==> config.mk <==
export PLATFORM = sky130hd
export DESIGN_NAME = bus_key_sequencer
export DESIGN_NICKNAME = d
export VERILOG_FILES = /design/src/rtl/bus_key_sequencer.sv
export SDC_FILE = /design/constraint.sdc
export NUM_CORES = 1
export LEC_CHECK = 0
export CORE_MARGIN = 2
export CORE_UTILIZATION = 52
export CTS_BUF_LIST = sky130_fd_sc_hd__clkbuf_8
export DETAILED_ROUTE_END_ITERATION = 7
export HOLD_SLACK_MARGIN = 0.1
export PLACE_DENSITY_LB_ADDON = 0.3
export SLEW_MARGIN = 15
export SYNTH_ARGS = -nofsm -noshare
export SYNTH_HDL_FRONTEND = slang
export SYNTH_SLANG_ARGS = --single-unit
==> constraint.sdc <==
create_clock -name clk -period 3.2 [get_ports clk]
set_input_delay 0.96 -clock clk [delete_from_list [all_inputs] [get_ports clk]]
set_output_delay 0.96 -clock clk [all_outputs]
set_load 0.01 [all_outputs]
==> src/rtl/bus_key_sequencer.sv <==
// Bus-snooping key sequencer: matches a programmable sequence of address-nibble
// key steps on window reads, then answers window reads with an LFSR bit stream.
module bus_key_sequencer #(
  parameter int unsigned                ADDR_W     = 14,
  parameter logic [ADDR_W-1:0]          WIN_MASK   = 14'h3000,
  parameter logic [ADDR_W-1:0]          WIN_MATCH  = 14'h1000,
  parameter int unsigned                NIB_LSB    = 4,
  parameter int unsigned                NIB_W      = 4,
  parameter int unsigned                SEQ_LEN    = 4,
  parameter logic [SEQ_LEN*NIB_W-1:0]   KEY        = {4'h9, 4'hB, 4'hA, 4'h2},
  parameter logic [NIB_W-1:0]           RELOCK_NIB = 4'hF,
  parameter int unsigned                LFSR_W     = 8,
  parameter logic [LFSR_W-1:0]          LFSR_TAPS  = 8'hB8,
  parameter logic [LFSR_W-1:0]          LFSR_SEED  = 8'h01,
  parameter int unsigned                TMO_W      = 8,
  localparam int unsigned               IDX_W      = $clog2(SEQ_LEN + 1)
) (
  input  logic              clk,
  input  logic              rst_n,
  input  logic              bus_stb,
  input  logic              bus_rw,
  input  logic              bus_sel_n,
  input  logic [ADDR_W-1:0] bus_addr,
  output logic              rd_data,
  output logic              rd_oe,
  output logic              unlocked,
  output logic [IDX_W-1:0]  seq_idx
);

  typedef enum logic {LOCKED, UNLOCKED} state_t;

  state_t             state, state_d;
  logic [IDX_W-1:0]   idx_d;
  logic [LFSR_W-1:0]  lfsr, lfsr_d, lfsr_adv;
  logic [TMO_W-1:0]   tmo, tmo_d;
  logic               win, hit, fb;
  logic [NIB_W-1:0]   nib, step_k, step_0;

  assign win      = (bus_addr & WIN_MASK) == WIN_MATCH;
  assign hit      = bus_stb & ~bus_sel_n & bus_rw & win;
  assign nib      = bus_addr[NIB_LSB +: NIB_W];
  assign step_0   = KEY[NIB_W-1:0];
  assign unlocked = (state == UNLOCKED);
  assign rd_oe    = ~bus_sel_n & bus_rw & win & unlocked;

  assign fb       = ^(lfsr & LFSR_TAPS);
  assign lfsr_adv = {lfsr[LFSR_W-2:0], fb};

  always_comb begin
    step_k = '0;
    for (int unsigned i = 0; i < SEQ_LEN; i++) begin
      if (seq_idx == IDX_W'(i)) step_k = KEY[i*NIB_W +: NIB_W];
    end
  end

  always_comb begin
    state_d = state;
    idx_d   = seq_idx;
    lfsr_d  = lfsr;
    tmo_d   = tmo;

    if (hit)
      tmo_d = '0;
    else if (bus_stb && (tmo != '1))
      tmo_d = tmo + TMO_W'(1);

    if (hit) begin
      case (state)
        LOCKED: begin
          lfsr_d = LFSR_SEED;
          if (nib == step_k) begin
            idx_d = seq_idx + IDX_W'(1);
            if (seq_idx == IDX_W'(SEQ_LEN - 1)) state_d = UNLOCKED;
          end else if (nib == step_0) begin
            idx_d = IDX_W'(1);
          end else begin
            idx_d = '0;
          end
        end
        UNLOCKED: begin
          if (nib == RELOCK_NIB) begin
            state_d = LOCKED;
            idx_d   = '0;
            lfsr_d  = LFSR_SEED;
          end else begin
            lfsr_d  = lfsr_adv;
          end
        end
        default: begin
          state_d = LOCKED;
          idx_d   = '0;
          lfsr_d  = LFSR_SEED;
        end
      endcase
    end else if (bus_stb && (tmo_d == '1)) begin
      // Idle timeout; a coinciding hit takes the branch above and clears instead
      state_d = LOCKED;
      idx_d   = '0;
      lfsr_d  = LFSR_SEED;
    end
  end

  always_ff @(posedge clk or negedge rst_n) begin
    if (!rst_n) begin
      state   <= LOCKED;
      seq_idx <= '0;
      lfsr    <= LFSR_SEED;
      tmo     <= '0;
      rd_data <= 1'b0;
    end else begin
      state   <= state_d;
      seq_idx <= idx_d;
      lfsr    <= lfsr_d;
      tmo     <= tmo_d;
      // Registered copy of the MSB the LFSR will hold after this edge
      rd_data <= lfsr_d[LFSR_W-1];
    end
  end

endmodule

==> impl_metrics.py, run 1 <==
metrics = {
    "run_status": {
        "status": "finished clean",
    },
    "timing": {
        "slew_violations": 0,
        "period_minus_slack_ns": 3.05,
        "hold_violations": 0,
        "setup_tns_ns": 0,
        "max_slew.worst_pin.slew_ns": 0.438,
        "setup_viol": 0,
        "skew_ns": 0.00384,
        "setup_slack_ns": 0.154,
        "rsz0062_at_grt": "no",
        "fmax_ghz": 0.328,
        "fin_crit_sh_pct": 95.2,
        "relSlewSlack_pct": 70.7,
    },
    "global_route": {
        "grt_antenna_before_repair": 0,
        "grt_first_pass_wirelength_mm": 4.32,
        "grt_max_degree": 21,
        "grt_overflow": 0,
        "grt_pass1_vias": 948,
        "groute.usage.overall_pct": 22.6,
    },
    "floorplanning": {
        "die_w_um": 51.4,
        "die-area_um2": 2640,
        "fp.dieH_um": 51.4,
        "initial_core_util_pct": 53.7,
        "core_area_um2": 2170,
        "io-pin-count": 25,
        "rows": 17,
    },
    "finish": {
        "final_nets": 163,
        "drive_gt1_share_pct": 22.5,
        "mostFrequentLayoutCells": "19 x dfrtp_1, 15 x clkdlybuf4s50_1, 11 x buf_4",
        "final_common_cell": "dfrtp_1",
        "diodes": 0,
        "n_fill_cell": 173,
        "area_delta_synth_final_pct": 28.4,
        "finalNonFillerCells": 166,
    },
    "routing": {
        "dr.first_iter.drc_count": 17,
        "post_drt_wl_per_cell_um": 14.7,
        "finalWirelength_mm": 2.44,
        "drc": 0,
        "viasPerCell": 5.77,
        "firstDrtPassIters": 4,
        "num_vias": 957,
        "ant_nets": 0,
    },
    "synthesis": {
        "synth_top_flop_cell": "dfrtp_1",
        "synth_cells": 111,
        "syn_nets": 135,
        "ys_seq_elements": 20,
        "synth_edf_count": 0,
        "async_reset_ff_share_pct": 100,
        "yosysWarnings": 0,
        "synth.avg_cell_area_um2": 10.5,
        "synth_area_um2": 1170,
        "synth_cell_types": 41,
        "ys_seq_area_share_pct": 43.0,
    },
    "placed_design": {
        "place_hpwl_mm": 1.83,
        "pre_cts_ws_ns": -0.177,
        "portBuffers": 16,
        "place_congestion": 0.779,
        "dpl.cell_count": 162,
    },
    "pwr": {
        "total_power_mw": 0.831,
        "ir_drop_uv": 331,
        "power_density_nw_per_um2": 555,
        "p_leak_nw": 0.725,
    },
    "job": {
        "maxCapViolations": 0,
    },
    "worst_setup_path": {
        "cp.arrival_ns": 2.09,
        "cp_max_fo": 3,
        "end_kind": "output pin",
        "required_ns": 2.24,
        "worstSetupStartpointType": "primary input",
        "crit_type": "primary input to output pin",
    },
    "clock_network": {
        "cts_sinks": 20,
        "cts_tree": "done",
        "cts-root-buf": "clkbuf_8",
        "clockBufferDepth": 2,
        "cts-htree-levels": 1,
        "clock_latency_ns": 0.26,
        "hold_buffers": 0,
        "postCtsSetupBuffers": 0,
        "cts-buffers-inserted": 3,
        "clkTransAtPathRegs_ns": 0.07,
    },
    "worst_hold_path": {
        "hold_path_class": "flop to flop",
    },
}
area by class of cell:
type | count | area, um^2 | share of cell area (%)
multi-input cells | 82 | 629 | 42.0
clock buffers | 3 | 41.3 | 2.76
well taps | 28 | 35.0 | 2.34
repair buffers | 27 | 241 | 16.1
inverters | 5 | 18.8 | 1.25
flip-flops and latches | 20 | 502 | 33.5
clock inverters | 1 | 30.0 | 2.01
where the power goes:
group | total [mW] | internal (mW) | switching (mW)
Combinational | 0.226 | 0.126 | 0.100
Sequential | 0.356 | 0.299 | 0.0565
Clock | 0.250 | 0.167 | 0.0830
Total | 0.831 | 0.592 | 0.240
worst max-delay path, stage by stage:
cell and delay [ns]:
clkdlybuf4s50_1 0.45, and4bb_1 0.23, and2_1 0.17, dlygate4sd2_1 0.28
final timing paths:
kind	to	slack, ns	cells after the start	from
max in group asynchronous	lfsr[0]	1.89	2	rst_n
max	rd_oe	0.15	4	bus_addr[13]
min	lfsr[3]	0.49	1	lfsr[2]
max reg2reg	unlocked	0.71	7	tmo[0]
min in group asynchronous	tmo[0]	1.03	2	rst_n
min reg2reg	lfsr[3]	0.49	1	lfsr[2]
routing by layer:
layer,GRT usage (%),wire (um),up-vias
li1,-,-,477
met1,27.3,1090,458
met2,38.5,1220,17
met3,2.63,66,5
met4,13.2,59,0
met5,0,0,-
synth_stat cells, drive strengths merged, types with 4 or more instances:
| library cell | count | share of area (%) |
|---|---|---|
| dfrtp | 19 | 41 |
| o21ai | 4 | 1.7 |
| ha | 5 | 5.4 |
| and3 | 5 | 3.5 |
| xnor2 | 5 | 3.8 |
| xor2 | 5 | 3.8 |
| nand2 | 6 | 1.9 |
| inv | 5 | 1.6 |
| a21oi | 4 | 1.7 |
| nor2 | 8 | 2.6 |
| a32o | 7 | 6.8 |
cells by family after synthesis:
logic type                 share of synthesized area [%]
muxes                                               1.72
buffers and inverters                               3.54
and+or+nand+nor                                     21.2
xor gates and xnor gates                            7.51
adders and majority gates                           5.36
DFF                                                 43.0
AOI/OAI and AO/OA                                   17.6
state kept, by name, summed over array words and instances (netlist names):
signal and cells:
seq_idx 3, tmo 8, unlocked 1, lfsr 8
repair_timing:
item	4_1_cts	5_1_grt
hold endpoints to repair	0	0
setup endpoints to repair	1	8
resized for setup	1	2
metrics by stage:
step / area (um^2) / utilization, % / hold slack (ns)
final: 1500 / 69.0 / 0.494
after global routing: 1500 / 69.0 / 0.518
after CTS: 1490 / 68.7 / 0.496
after detailed placement: 1420 / 65.5 / 0.478
after floorplan: 1170 / - / 0.467
after global placement: 1420 / 65.5 / 0.474
No activity file was read; power rests on OpenSTA's default activity.
==> run 2: changes to the inputs <==
- CAP_MARGIN: default -> 25
- CORE_MARGIN: 2 -> default
- RECOVER_POWER: default -> 25
==> run 2 against run 1 <==
Compared with the run above: critical endpoint is now unlocked; critical path depth increased by 3; non-clock buffer count down 3; via count rose by 4.0%; sequential power is essentially flat; clock skew is 0.0012 ns lower; largest cell class unchanged; clock-buffer cell count did not move; clock power rose by 2%; core utilization up 3.1 points; hold slack better by 0.0071 ns; critical path type is now primary input to flop; global-route usage is 4.3 points higher.
==> impl_metrics.py, run 2 (synthesized netlist as in run 1, its figures left out) <==
metrics = {
    "global_route": {
        "busiest_layer": "met2",
        "grt_max_degree": 21,
        "grt_pass1_vias": 1041,
        "grt_overflow": 0,
        "met3_usage_pct": 5.92,
        "grt_first_pass_wirelength_mm": 4.80,
        "grt_antenna_before_repair": 0,
        "use_met2_pct": 47.0,
        "met1_usage_pct": 31.7,
        "groute.usage.overall_pct": 26.8,
    },
    "routing": {
        "firstDrtPassIters": 4,
        "viasPerCell": 6.14,
        "post_drt_wl_per_cell_um": 17.1,
        "num_vias": 995,
        "ant_nets": 0,
        "drc": 0,
        "finalWirelength_mm": 2.78,
        "dr.first_iter.drc_count": 25,
    },
    "pwr": {
        "clock_power_share_pct": 29.8,
        "netSwitchingFraction_pct": 30.6,
        "power_density_nw_per_um2": 577,
        "ir_drop_uv": 386,
        "p_int_mw": 0.590,
        "comb_power_share_pct": 28.1,
        "switching_power_mw": 0.260,
        "pwr-share-seq_pct": 42.0,
        "p_leak_nw": 0.713,
    },
    "worst_setup_path": {
        "required_ns": 3.35,
        "critPathLaunch": "bus_sel_n",
        "end_kind": "flop",
        "cp_max_fo": 9,
        "r2r_start": "tmo[0]",
        "worstSetupStartpointType": "primary input",
        "crit_type": "primary input to flop",
        "cp.arrival_ns": 3.24,
    },
    "placed_design": {
        "place_congestion": 0.844,
        "place_hpwl_mm": 1.87,
        "pre_cts_ws_ns": -0.224,
        "portBuffers": 16,
    },
    "finish": {
        "top_regs": "lfsr x8, tmo x8, seq_idx x3",
        "mostFrequentLayoutCells": "19 x dfrtp_1, 13 x clkdlybuf4s50_1, 8 x nor2_1",
        "final_nets": 160,
        "area_delta_synth_final_pct": 26.3,
        "diodes": 0,
        "final_common_cell": "dfrtp_1",
        "drive_gt1_share_pct": 20.0,
    },
    "floorplanning": {
        "fp.dieH_um": 49.4,
        "core_area_um2": 2040,
        "initial_core_util_pct": 57.1,
        "io-pin-count": 25,
        "die-area_um2": 2440,
        "die_w_um": 49.4,
        "rows": 16,
    },
    "clock_network": {
        "cts_tree": "done",
        "clkTransAtPathRegs_ns": 0.07,
        "clockBufferDepth": 2,
        "clock_latency_ns": 0.26,
        "cts_sinks": 20,
        "hold_buffers": 0,
        "cts-htree-levels": 1,
        "cts-root-buf": "clkbuf_8",
        "cts-buffers-inserted": 3,
    },
    "timing": {
        "period_minus_slack_ns": 3.09,
        "hold_violations": 0,
        "setup_viol": 0,
        "max_slew.worst_pin.slew_ns": 0.787,
        "fmax_ghz": 0.324,
        "fin_crit_sh_pct": 96.5,
        "setup_slack_ns": 0.113,
        "rsz0062_at_grt": "no",
        "slew_violations": 0,
        "setup_tns_ns": 0,
        "relSlewSlack_pct": 47.5,
        "whs_ns": 0.501,
        "skew_ns": 0.00261,
    },
    "job": {
        "maxCapViolations": 0,
    },
    "run_status": {
        "status": "finished clean",
    },
    "worst_hold_path": {
        "hold_path_class": "flop to flop",
        "hp-start": "lfsr[6]",
    },
}
## run 2: changes by cell type in the layout (fill, tap and decap cells not counted)
cell | before | now
clkdlybuf4s50_1 | 15 | 13
buf_4 | 11 | 7
dlygate4sd3_1 | 0 | 1
clkbuf_1 | 0 | 1
dlymetal6s2s_1 | 0 | 1
## run 2: layout make-up
| class | instances | area, um^2 |
|---|---|---|
| tap | 27 | 33.8 |
| fill | 147 | 569 |
| clock buffer | 3 | 41.3 |
| sequential | 20 | 502 |
| inverter | 5 | 18.8 |
| clock inverter | 1 | 30.0 |
| timing repair buffer | 24 | 218 |
| multi-input combinational | 82 | 629 |
## run 2: power by group through the flow
stage          clock (mW)  combinational (mW)  sequential, mW
2_1_floorplan           0               0.132           0.348
3_3_place_gp            0               0.216           0.353
3_5_place_dp            0               0.230           0.357
4_1_cts             0.255               0.239           0.355
5_1_grt             0.267               0.267           0.364
6_report            0.254               0.239           0.357
## run 2: path summary, 6_finish.rpt
kind,slack (ns),end,depth (start not counted)
max,0.11,unlocked,7
min reg2reg,0.50,lfsr[7],1
min,0.50,lfsr[7],1
min in group asynchronous,1.00,tmo[0],1
max in group asynchronous,1.21,tmo[6],2
max reg2reg,0.62,unlocked,7
## run 2: worst max-delay path, cell delays in order
cell and delay (ns):
clkdlybuf4s50_1 0.45, and4bb_1 0.23, and2_2 0.21, a211o_1 0.26, or4b_1 0.51, or2_4 0.30
a221o_1 0.33
## run 2: routing by layer
| metal | wire length, um | part of all wire, % |
|---|---|---|
| met1 | 1190 | 43 |
| met2 | 1400 | 51 |
| met3 | 137 | 4.9 |
| met4 | 41 | 1.5 |
| met5 | 0 | 0 |
## run 2: what timing repair did
item,4_1_cts,5_1_grt
setup buffers,0,0
pin swaps,1,0
resized for setup,1,3
endpoints found under the setup margin,1,8
## run 2: through the flow
stage,area [um^2],total power [mW],util [%],cells
after floorplan,1170,0.481,-,111
after global placement,1390,0.569,68.1,157
after detailed placement,1390,0.588,68.1,157
after CTS,1460,0.848,71.5,161
after global routing,1470,0.897,72.1,162
final,1470,0.850,72.1,162
